[src/rtl/all_bit_zero_or_one_detector.sv]
// All-zero / all-one word detector with registered flags and saturating run counters.
// Primary variant uses an explicit per-bit OR/AND chain; the companion uses reduction operators.

module all_bit_zero_or_one_detector_core #(
  parameter int CNT_W = 8
) (
  input  logic             clk,
  input  logic             rst,
  input  logic             in_valid,
  input  logic             zero,
  input  logic             one,
  output logic             zero_q,
  output logic             one_q,
  output logic             out_valid,
  output logic [CNT_W-1:0] zero_run,
  output logic [CNT_W-1:0] one_run
);
  localparam logic [CNT_W-1:0] CNT_MAX = '1;

  logic             zflag_q, zflag_d;
  logic             oflag_q, oflag_d;
  logic             valid_q, valid_d;
  logic [CNT_W-1:0] zrun_q, zrun_d;
  logic [CNT_W-1:0] orun_q, orun_d;

  always_comb begin
    zflag_d = zflag_q;
    oflag_d = oflag_q;
    valid_d = 1'b0;
    zrun_d  = zrun_q;
    orun_d  = orun_q;
    if (in_valid) begin
      zflag_d = zero;
      oflag_d = one;
      valid_d = 1'b1;
      // A run survives only while the same kind of word keeps arriving; counters stick at max.
      zrun_d  = zero ? ((zrun_q == CNT_MAX) ? zrun_q : zrun_q + 1'b1) : '0;
      orun_d  = one  ? ((orun_q == CNT_MAX) ? orun_q : orun_q + 1'b1) : '0;
    end
  end

  always_ff @(posedge clk) begin
    if (rst) begin
      zflag_q <= 1'b0;
      oflag_q <= 1'b0;
      valid_q <= 1'b0;
      zrun_q  <= '0;
      orun_q  <= '0;
    end else begin
      zflag_q <= zflag_d;
      oflag_q <= oflag_d;
      valid_q <= valid_d;
      zrun_q  <= zrun_d;
      orun_q  <= orun_d;
    end
  end

  assign zero_q    = zflag_q;
  assign one_q     = oflag_q;
  assign out_valid = valid_q;
  assign zero_run  = zrun_q;
  assign one_run   = orun_q;
endmodule

module all_bit_zero_or_one_detector #(
  parameter int WIDTH = 8,
  parameter int CNT_W = 8
) (
  input  logic             clk,
  input  logic             rst,
  input  logic [WIDTH-1:0] x,
  input  logic             in_valid,
  output logic             zero,
  output logic             one,
  output logic             zero_q,
  output logic             one_q,
  output logic             out_valid,
  output logic [CNT_W-1:0] zero_run,
  output logic [CNT_W-1:0] one_run
);
  logic [WIDTH:0] or_chain;
  logic [WIDTH:0] and_chain;

  assign or_chain[0]  = 1'b0;
  assign and_chain[0] = 1'b1;

  // Plain gates keep X/Z on any bit flowing through to the flags.
  for (genvar gi = 0; gi < WIDTH; gi++) begin : g_chain
    assign or_chain[gi+1]  = or_chain[gi]  | x[gi];
    assign and_chain[gi+1] = and_chain[gi] & x[gi];
  end

  assign zero = ~or_chain[WIDTH];
  assign one  = and_chain[WIDTH];

  all_bit_zero_or_one_detector_core #(.CNT_W(CNT_W)) u_core (
    .clk       (clk),
    .rst       (rst),
    .in_valid  (in_valid),
    .zero      (zero),
    .one       (one),
    .zero_q    (zero_q),
    .one_q     (one_q),
    .out_valid (out_valid),
    .zero_run  (zero_run),
    .one_run   (one_run)
  );
endmodule


[config.mk]
export PLATFORM = sky130hd
export DESIGN_NAME = all_bit_zero_or_one_detector
export DESIGN_NICKNAME = d
export VERILOG_FILES = /design/src/rtl/all_bit_zero_or_one_detector.sv
export SDC_FILE = /design/constraint.sdc
export NUM_CORES = 1
export LEC_CHECK = 0
export CORE_MARGIN = 3
export CORE_UTILIZATION = 50
export CTS_CLUSTER_DIAMETER = 150
export CTS_CLUSTER_SIZE = 25
export DETAILED_ROUTE_END_ITERATION = 6
export DONT_BUFFER_PORTS = 1
export PLACE_DENSITY = 0.64
export SETUP_SLACK_MARGIN = 0.2
export SYNTH_ARGS = -nofsm -noshare
export SYNTH_HDL_FRONTEND = slang
export SYNTH_HIERARCHICAL = 1
export SYNTH_SLANG_ARGS = --single-unit
export TNS_END_PERCENT = 100
[constraint.sdc]
create_clock -name clk -period 2.2 [get_ports clk]
set_input_delay 0.44 -clock clk [delete_from_list [all_inputs] [get_ports clk]]
set_output_delay 0.44 -clock clk [all_outputs]
set_load 0.03 [all_outputs]
* Word-level counts from Yosys, hierarchy flattened
Index checks and enable logic that the tools add are counted.
** Word-level totals
- Bits in registers :: 19
- Input bits :: 11
- Output and inout bits :: 21
** Operators by class
- $add $sub $neg :: 2
- Equal/unequal tests :: 4
- Muxes and demuxes :: 5
- Bitwise logic cells :: 15
- Reductions and logical operators :: 2
** Operators by type and width (count)
- $mux 8 :: 4
- $add 8x1->8 const B :: 2
- $eq 8x8->1 const B :: 2
- $and 1x1->1 :: 7
- $or 1x1->1 :: 7
- $ne 2x2->1 const B :: 2
- $reduce_and 2->1 :: 2
- $mux 1 :: 1
- $not 1->1 :: 1

* Depth between registers and ports, before layout
- Depth in word-level cells :: 9
- Depth in mapped cells :: 7

* Modules after synthesis
Netlist, hierarchy kept.
** Modules (own cells, without submodules)
- all_bit_zero_or_one_detector_core :: instances 1, cells each 118, area each 1042.2 um^2, seq. area each 380.4 um^2
- all_bit_zero_or_one_detector :: instances 1, cells each 6, area each 35.0 um^2, seq. area each 0.0 um^2

* Worst setup path after synthesis
Ideal clock, no wire load.
- Path kind :: in2reg
- Start point :: input x[5]
- End point :: register u_core.zrun_q[3], in the netlist u_core/zero_run[3]
- Data arrival time :: 2354 ps
- Data required time :: 2126 ps
- Path slack :: -228 ps
- Stages :: 6
- Path buffers :: 1
- Cells stage by stage :: or4_1 -> nor2_1 -> buf_6 -> inv_2 -> or4_1 -> a31oi_1
** On the way
- Longest elaborated chain between the ends :: 5
- Elaborated cells on any way between the ends :: 6
- Those cells by class :: eq/ne: 1; mux: 1; bitwise: 3; reduce/logical: 1
** Ends and longest elaborated chain
- start: declaration :: RTL line 71 : input logic [WIDTH-1:0] x,
- $or 1x1->1 * (3 in a row) :: RTL line 89 : assign or_chain[gi+1] = or_chain[gi] | x[gi];
- $ne 2x2->1 (no line)
- $reduce_and 2->1 (no line)
- end signal: assignment :: RTL line 53 : zrun_q <= zrun_d;
- end: declaration :: RTL line 23 : logic [CNT_W-1:0] zrun_q, zrun_d;
Every way passes the cells marked *; elsewhere a longest branch is shown, timed or not.
A chain may end at the register's enable or synchronous reset.

* Final worst setup path
- Start point :: input x[4]
- End point :: output zero
** On the way
- Longest elaborated chain between the ends :: 5
** Ends and longest elaborated chain
- $or 1x1->1 (4 in a row) :: RTL line 89
- $not 1->1 :: RTL line 93 : assign zero = ~or_chain[WIDTH];
- end: declaration :: RTL line 73 : output logic zero,
No other way between the ends.

==> parameters.txt <==
Parameter                              Value

Synth
  Ranking of synthesized cells by instance count ... sky130_fd_sc_hd__dfxtp_1 (19), sky130_fd_sc_hd__nand3_1 (12), sky130_fd_sc_hd__nand2_1 (8), sky130_fd_sc_hd__nand2b_1 (8)
  Leading cell type by number of instances after synthesis ... sky130_fd_sc_hd__dfxtp_1
  Xor and xnor area share after synthesis ... 0
  Share of the yosys chip area belonging to registers ... 0.353
  Library cell occupying the most area in the post-synthesis netlist ... sky130_fd_sc_hd__dfxtp_1
  Area fraction in and, or, nand and nor cells after synthesis ... 0.294
  Flip-flop and latch count after synthesis ... 19
  Avg Cell Area, Syn ... between 8 and 9 um^2
  Main combinational cell family by area after synthesis ... simple AND/OR/NAND/NOR gates
  Fraction of registers with async set/reset ... 0
  Synthesized-area fraction occupied by ao, oa, aoi and oai cells ... 0.238
  Ys flop type ... sky130_fd_sc_hd__dfxtp_1
  Warnings from Yosys ... 6
  Synthesized-area fraction occupied by adder cells ... 0.0232
  Synthesized area ... roughly 1100 um^2
  Synthesized instance count ... between 100 and 150
  Leading post-synthesis cells by cell area ... sky130_fd_sc_hd__dfxtp_1 (35%), sky130_fd_sc_hd__nand3_1 (5.6%), sky130_fd_sc_hd__a211oi_1 (4.9%)
  Area share of the leading cell type in the synthesized netlist ... 0.353
  Net count of the mapped netlist ... ~140
  Number of synthesized flops with an enable pin ... 0
  Mux contribution to synthesized area ... 0.0383
  Number of different library cells in the post-synthesis netlist ... 39

Critical path
  Data arrival time at the worst-slack endpoint ... around 1400 ps
  CP endpoint kind ... primary output
  Launch instance of the worst register-to-register path ... u_core/one_run[1]
  Worst Setup SP ... x[4]
  Launching element type of the critical path ... input port
  Register-to-Register Path Depth ... 5
  Required time of the critical path ... approximately 1800 ps
  Critical path class ... in -> out
  Critical Path Fanout Max ... 8
  Worst R2R Setup Slack ... ~490 ps
  Endpoint of the worst-slack reg-to-reg timing path ... u_core/one_run[3]
  Destination of the critical timing path ... zero

Routing
  Post-DR vias/cell ... 6.12
  Number of remaining DRC errors ... 0
  Number of vias after detailed routing ... between 900 and 1000
  Number of detailed-route iterations in the first pass ... 5
  Sum of routed wire length over all layers ... approximately 2400 um
  First-iteration detailed-routing DRC count ... 25
  Antenna Nets Post-Route ... 0
  DR WL/cell ... around 15 um

Clocking
  Post-cts resize count ... 0
  Clock buffer count from CTS ... 3
  Clock root buffer ... sky130_fd_sc_hd__clkbuf_4
  Worst-Skew Late Latency ... just over 300 ps
  CTS tree ... yes
  Deepest clock path buffer count ... 2
  Post-CTS Setup Bufs ... 0
  Maximum level of the CTS H-tree ... 1
  Cts hold-fix bufs ... 0
  Clock input transition at the sequential cells of the worst setup and hold paths ... approximately 120 ps
  Sink Count ... 19

Floorplanning
  Boundary Pins ... 32
  Initial core utilization ... 0.538
  Height of the die ... between 50 and 60 um
  Area of the die ... roughly 2700 um^2
  Core box area ... approximately 2000 um^2
  Number of standard-cell rows in the floorplan ... 16
  Die X-Extent ... about 52 um

GRT
  Global route overflow ... 0
  Largest net degree at the start of global routing ... 30
  Wire length of the first global-routing pass ... between 4000 and 5000 um
  Antenna violations before repair ... 0
  Global-route usage over all layers ... 0.197
  Via count of the first global-routing pass ... about 900

Placed design
  Placed inst area ... 1190 um^2
  Number of input and output port buffers inserted ... 0
  Final GP Congestion ... between 0.7 and 0.8
  Placed cell count ... roughly 160
  Detailed placement HPWL ... 1720 um

STA
  Timing-limited maximum frequency ... about 530 MHz
  Final setup TNS ... 0 ps
  Time the final worst path needs with I/O delays and setup ... around 1900 ps
  Worst slew margin ... 0.663
  Slew of the pin with the lowest slew margin ... between 500 and 600 ps
  Number of setup violations in the final report ... 0
  Max Clock Skew ... slightly above 10 ps
  Final count of hold timing violations ... 0
  Unrepaired setup endpoints after global routing ... no
  Period utilisation layout ... 0.851
  Max-slew violation count ... 0

Pwr
  Cell area power density ... roughly 450 nW/um^2
  Pwr Total ... ~550 uW
  Static Leak ... about 0.40 nW
  Worst-case vdd ir drop ... 0.000261 V

Cells and area
  Post-route cell area ... roughly 1200 um^2
  Layout Utilization ... 0.609
  Fraction of layout cells with a size suffix above 1 ... 0.230
  Layout-stage area growth over the synthesis result ... 13.1%
  Number of standard cells in the final layout excluding fillers ... 162
  Count of nets after finishing ... between 100 and 150
  Ant. Diodes ... 0

Status
  Outcome ... finished clean

Hold path
  Kind of path behind the tightest hold check ... in -> reg

Job
  Number of violations of the max-capacitance limit ... 0
## layout by cell type (no fill, tap or decap), types with 3 or more instances in the layout
cell                       netlist  routed
sky130_fd_sc_hd__inv_1           3       3
sky130_fd_sc_hd__a211oi_1        7       7
sky130_fd_sc_hd__a31oi_1         6       6
sky130_fd_sc_hd__or4_4           1       3
sky130_fd_sc_hd__clkbuf_4        0       3
sky130_fd_sc_hd__nand2_1         8       8
sky130_fd_sc_hd__o31ai_1         4       4
sky130_fd_sc_hd__dfxtp_1        19      19
sky130_fd_sc_hd__a21oi_1         4       4
sky130_fd_sc_hd__mux2i_1         3       3
sky130_fd_sc_hd__buf_4           1      14
sky130_fd_sc_hd__nor2_1          7       6
sky130_fd_sc_hd__nand3_1        12      12
sky130_fd_sc_hd__nand4_2         3       3
sky130_fd_sc_hd__nand2b_1        8       8
## layer usage
metal	vias to the layer above	GRT usage	share of wire
met1	453	0.282	0.50
li1	501	-	-
met3	4	0.0399	0.063
met4	0	0.0894	0.015
met2	33	0.279	0.43
met5	-	0	0
## cells by family (layout without fill, tap and decap cells)
logic type	Yosys count	after routing
AND/OR/NAND/NOR	54	54
AO/OA/AOI/OAI	34	34
flip-flops	19	19
buffers and inverters	11	22
multiplexers	4	4
adder cells (fa/ha/maj)	2	2
## critical path, stage by stage
cell and delay, ps:
sky130_fd_sc_hd__or4_4 530, sky130_fd_sc_hd__nor2_4 230, sky130_fd_sc_hd__buf_4 230
## state kept, by name (all words and copies together) (netlist names)
register          flops
u_core/out_valid      1
u_core/zero_q         1
u_core/one_run        8
u_core/one_q          1
u_core/zero_run       8
## metrics by stage
stage          hold slack, ps  setup WS, ps
2_1_floorplan             597           176
3_3_place_gp              508           314
3_5_place_dp              507           252
4_1_cts                   160           324
5_1_grt                   152           289
6_report                  174           328
## where the power goes
group	internal (mW)	leakage [nW]	switching (mW)
Sequential	0.345	0.153	0.00247
Clock	0.0679	0.0177	0.119
Combinational	0.00804	0.225	0.00509
## area by class of cell
type                       instances  area (um^2)
fill                             196          783
multi-input combinational         94          654
sequential                        19          380
timing repair buffer              14          105
tap                               27         33.8
clock buffer                       3         22.5
inverter                           4         17.5
clock inverter                     1         5.00
## worst min-delay path by stage
stage	from	to	slack, ps	depth (start not counted)
2_1_floorplan	u_core/one_q	u_core/one_q	600	2
3_3_place_gp	rst	u_core/one_run[5]	510	1
3_5_place_dp	rst	u_core/one_run[5]	510	1
4_1_cts	rst	u_core/one_run[5]	160	1
5_1_grt	rst	u_core/one_run[5]	150	1
6_report	rst	u_core/one_run[5]	170	1
(Power assumes the default switching activity.)
